==> src/rtl/slt_seq_n_bit.sv <==
// Sequential set-less-than / equality comparator: one slice per clock, MSB slice first.
// Optional build macro SLT_EARLY_EXIT_EN finishes on the first differing slice.
module slt_seq_n_bit #(
  parameter int word_size  = 32,
  parameter int slice_size = 8
) (
  input  logic                 clk,
  input  logic                 rst_n,
  input  logic                 start,
  input  logic                 mode_signed,
  input  logic [word_size-1:0] R2,
  input  logic [word_size-1:0] R3,
  output logic                 busy,
  output logic                 done,
  output logic                 SLT_out,
  output logic                 EQ_out
);

  localparam int N     = word_size / slice_size;
  localparam int IDX_W = (N > 1) ? $clog2(N) : 1;
  localparam logic [word_size-1:0] MSB_MASK = {1'b1, {(word_size-1){1'b0}}};

`ifdef SLT_EARLY_EXIT_EN
  localparam bit EARLY_EXIT = 1'b1;
`else
  localparam bit EARLY_EXIT = 1'b0;
`endif

  typedef enum logic [1:0] {
    IDLE = 2'd0,
    CMP  = 2'd1,
    DONE = 2'd2
  } state_t;

  state_t               state_q, state_d;
  logic [word_size-1:0] a_q, a_d;
  logic [word_size-1:0] b_q, b_d;
  logic [IDX_W-1:0]     idx_q, idx_d;
  logic                 lt_q, lt_d;
  logic                 eq_q, eq_d;
  logic                 busy_q, busy_d;
  logic                 done_q, done_d;
  logic                 slt_q, slt_d;
  logic                 eqo_q, eqo_d;

  int                    shamt;
  logic [slice_size-1:0] sa, sb;
  logic                  step_lt, step_eq;

  always_comb begin
    shamt = int'(idx_q) * slice_size;
    sa    = slice_size'(a_q >> shamt);
    sb    = slice_size'(b_q >> shamt);

    // Only the first differing slice from the top may decide the result.
    step_lt = lt_q;
    step_eq = eq_q;
    if (eq_q && (sa < sb)) begin
      step_lt = 1'b1;
      step_eq = 1'b0;
    end else if (eq_q && (sa > sb)) begin
      step_lt = 1'b0;
      step_eq = 1'b0;
    end

    state_d = state_q;
    a_d     = a_q;
    b_d     = b_q;
    idx_d   = idx_q;
    lt_d    = lt_q;
    eq_d    = eq_q;
    busy_d  = busy_q;
    done_d  = 1'b0;
    slt_d   = slt_q;
    eqo_d   = eqo_q;

    case (state_q)
      IDLE: begin
        if (start) begin
          // Flipping both sign bits turns a signed compare into an unsigned one.
          a_d     = R2 ^ (mode_signed ? MSB_MASK : '0);
          b_d     = R3 ^ (mode_signed ? MSB_MASK : '0);
          idx_d   = IDX_W'(N - 1);
          lt_d    = 1'b0;
          eq_d    = 1'b1;
          busy_d  = 1'b1;
          state_d = CMP;
        end
      end
      CMP: begin
        lt_d  = step_lt;
        eq_d  = step_eq;
        idx_d = idx_q - IDX_W'(1);
        if ((idx_q == '0) || (EARLY_EXIT && !step_eq)) begin
          state_d = DONE;
          done_d  = 1'b1;
          slt_d   = step_lt;
          eqo_d   = step_eq;
        end
      end
      DONE: begin
        busy_d  = 1'b0;
        state_d = IDLE;
      end
      default: begin
        busy_d  = 1'b0;
        state_d = IDLE;
      end
    endcase
  end

  always_ff @(posedge clk or negedge rst_n) begin
    if (!rst_n) begin
      state_q <= IDLE;
      a_q     <= '0;
      b_q     <= '0;
      idx_q   <= '0;
      lt_q    <= 1'b0;
      eq_q    <= 1'b0;
      busy_q  <= 1'b0;
      done_q  <= 1'b0;
      slt_q   <= 1'b0;
      eqo_q   <= 1'b0;
    end else begin
      state_q <= state_d;
      a_q     <= a_d;
      b_q     <= b_d;
      idx_q   <= idx_d;
      lt_q    <= lt_d;
      eq_q    <= eq_d;
      busy_q  <= busy_d;
      done_q  <= done_d;
      slt_q   <= slt_d;
      eqo_q   <= eqo_d;
    end
  end

  assign busy    = busy_q;
  assign done    = done_q;
  assign SLT_out = slt_q;
  assign EQ_out  = eqo_q;

endmodule

==> config.mk <==
export PLATFORM = sky130hd
export DESIGN_NAME = slt_seq_n_bit
export DESIGN_NICKNAME = d
export VERILOG_FILES = /design/src/rtl/slt_seq_n_bit.sv
export SDC_FILE = /design/constraint.sdc
export NUM_CORES = 1
export LEC_CHECK = 0
export BUFFER_PORTS_ARGS = -buffer_cell sky130_fd_sc_hd__buf_2
export CORE_MARGIN = 3
export CORE_UTILIZATION = 30
export DETAILED_ROUTE_END_ITERATION = 16
export PLACE_DENSITY = 0.51
export RECOVER_POWER = 50
export SLEW_MARGIN = 20
export SYNTH_ARGS = -nofsm -noshare
export SYNTH_HDL_FRONTEND = slang
export SYNTH_SLANG_ARGS = --single-unit
==> constraint.sdc <==
create_clock -name clk -period 6.2 [get_ports clk]
set_input_delay 0.62 -clock clk [delete_from_list [all_inputs] [get_ports clk]]
set_output_delay 0.62 -clock clk [all_outputs]
set_load 0.01 [all_outputs]
==> reports/qor.yml <==
outcome:
  outcome: "finished, final reports clean"
floorplanning:
  die-width_um: 114
  start_util: 0.315
  die-area_mm2: 0.0131
  core.rowCount: 38
  die_y_um: 114
  core_mm2: 0.0112
  io_pins: 72
layout:
  drive_above_1_share: 0.539
  diodes: 0
  instances_no_fill: 446
  layout.nets: 378
  final_common_cell: "dfrtp_1"
  layout_common_cells: "74 x dfrtp_1, 70 x buf_2, 37 x mux2_2, 25 x mux2_4, 16 x mux4_2"
  n_fill_cell: 1086
  synthToLayoutAreaGrowth_pct: 21.1
drt:
  vias: 2022
  first_iter_violations: 51
  via_per_inst: 4.53
  detail-route-antenna-nets: 0
  post_drt_wl_per_cell_um: 15.9
  remaining_drc_errors: 0
  drt_wl_total_um: 7080
  dr.pass1.iters: 4
clock_tree:
  cts_buffer_depth: 2
  cts_made_buffers: 9
  postCtsSetupRepairBufs: 0
  cts_root_buf: "clkbuf_16"
  ctsResizeCount: 0
  cts_sinks: 74
  cts_tree: "done"
  ctsHoldBuffers: 0
  clkLatencyLatePin_ns: 0.32
  cts.htree.levels: 3
  clk_pin_slew_ns: 0.06
synthesis:
  synthCells: 228
  syn_area_mm2: 0.00352
  synth_cell_type_count: 29
  ys_ff_latch: 74
  synth_area_per_cell_um2: 15.5
  yosysWarningCount: 0
  yosysTopAreaCell: "dfrtp_1"
  synth_nets: 305
  ys_seq_area_frac: 0.525
  ys_top_cells_by_area: "dfrtp_1 53%, mux2_2 12%, mux2_4 11%"
  synth_top_area_frac: 0.525
timing:
  drv_slew: 0
  hold_viol_final: 0
  fmax_ghz: 0.311
  fin_crit_ns: 3.22
  rsz0062_at_grt: "false"
  slew_headroom: 0.117
  clock_skew_ns: 0.00388
  worst_pin_slew_ns: 1.32
  setup_violations: 0
  fin_tns_setup_ns: 0
  post-route-period-util: 0.519
power_and_ir_drop:
  power_density_mw_per_mm2: 553
  cellLeakagePower_nw: 1.97
  peakVddDrop_v: 0.000189
global_routing:
  grt_usage: 0.116
  grt_pass1_vias: 2207
  overflow: 0
  grt_max_degree: 75
  grt_antenna_before_repair: 0
  grt_pass1_wl_um: 11600
setup_path:
  rr_worst_depth: 7
  end_kind: "register"
  required_ns: 6.43
  critPathMaxFanout: 14
  start_kind: "register"
  arrival_ns: 3.44
  rrSetupSlack_ns: 2.98
  worstSetupPathType: "register to register"
min_path:
  worstHoldPathType: "input port to async pin"
placement:
  dpl.hpwl_um: 4950
  portBuffers: 71
  placed_cells: 430
  place.gp.congestion: 0.718
flow_run:
  max_cap_viol_count: 0
[metrics by stage]
stage / worst slack, ns / cell area [um2] / hold slack, ns / util / power, W
after floorplan: 4.03 / 3520 / 0.324 / - / 0.00166
after global placement: 3.62 / 3980 / 0.485 / 0.356 / 0.00185
after detailed placement: 3.59 / 3980 / 0.490 / 0.356 / 0.00187
after CTS: 3.64 / 4280 / 0.487 / 0.383 / 0.00240
after global routing: 2.65 / 4270 / 0.512 / 0.382 / 0.00254
final: 2.98 / 4270 / 0.443 / 0.382 / 0.00236
[cell families (layout without fill, tap and decap cells)]
logic type	Yosys count	after routing	share of synthesized area
muxes	79	79	0.330
xor gates and xnor gates	2	2	0.00497
and+or+nand+nor	21	21	0.0366
adders and majority gates	9	9	0.0319
buffers and inverters	24	102	0.0401
AOI/OAI and AO/OA	19	19	0.0312
DFF	74	74	0.525
[area by class of cell]
type,instances,area (um2),share of cell area
well taps,140,175,0.0410
clock inverters,2,35.0,0.00821
flip-flops and latches,74,1850,0.434
multi-input cells,130,1520,0.357
inverters,13,48.8,0.0114
clock buffers,14,264,0.0619
repair buffers,73,369,0.0865
[path summary, 6_finish.rpt]
check / from / to
max reg2reg: idx_q[0] / EQ_out
max: idx_q[0] / EQ_out
max in group asynchronous: rst_n / b_q[14]
min in group clk: b_q[18] / b_q[18]
min: rst_n / a_q[10]
min reg2reg: b_q[18] / b_q[18]
[power breakdown]
| part | internal, W | total (W) | switching (W) |
|---|---|---|---|
| Combinational | 0.000582 | 0.000967 | 0.000385 |
| Sequential | 0.000724 | 0.000874 | 0.000150 |
| Clock | 0.000333 | 0.000518 | 0.000184 |
[synthesized netlist by cell type]
cell / count
a31oi_1: 2
mux4_2: 16
xnor2_1: 2
nor2b_4: 1
nor2b_1: 3
nand3_1: 2
mux2_4: 25
nand2b_4: 1
a22oi_1: 1
buf_2: 5
nand2b_1: 1
nand4_1: 2
o21bai_1: 1
ha_1: 9
o21a_1: 1
and3_1: 1
inv_1: 13
o211ai_1: 1
mux2_2: 37
o31ai_1: 1
buf_6: 6
a21oi_1: 8
and2_1: 1
nand2_1: 4
nor2_4: 1
o21ai_0: 4
dfrtp_1: 74
mux2i_1: 1
nor2_1: 4
[flip-flops by register name, indices dropped and copies added (netlist names)]
register	count
a_q	32
busy	1
SLT_out	1
idx_q	2
EQ_out	1
done	1
eq_q	1
state_q	2
lt_q	1
b_q	32
[worst max-delay path, stage by stage, from the launching register on]
cell and delay (ns):
dfrtp_1 0.45, clkbuf_1 1.00, mux4_2 0.65, ha_1 0.32
a21oi_1 0.07, o21a_1 0.20, and3_1 0.20, o31ai_1 0.23
[per-layer routing]
metal  routed length [um]  part of all wire  track usage  vias to the layer above
met2                 3480              0.49        0.182                       38
met5                    0                 0            0                        -
met3                  311             0.044       0.0396                        4
li1                     -                 -            -                      967
met1                 3220              0.45        0.152                     1013
met4                   74             0.010       0.0333                        0
Power figures use the tool's default switching activity.
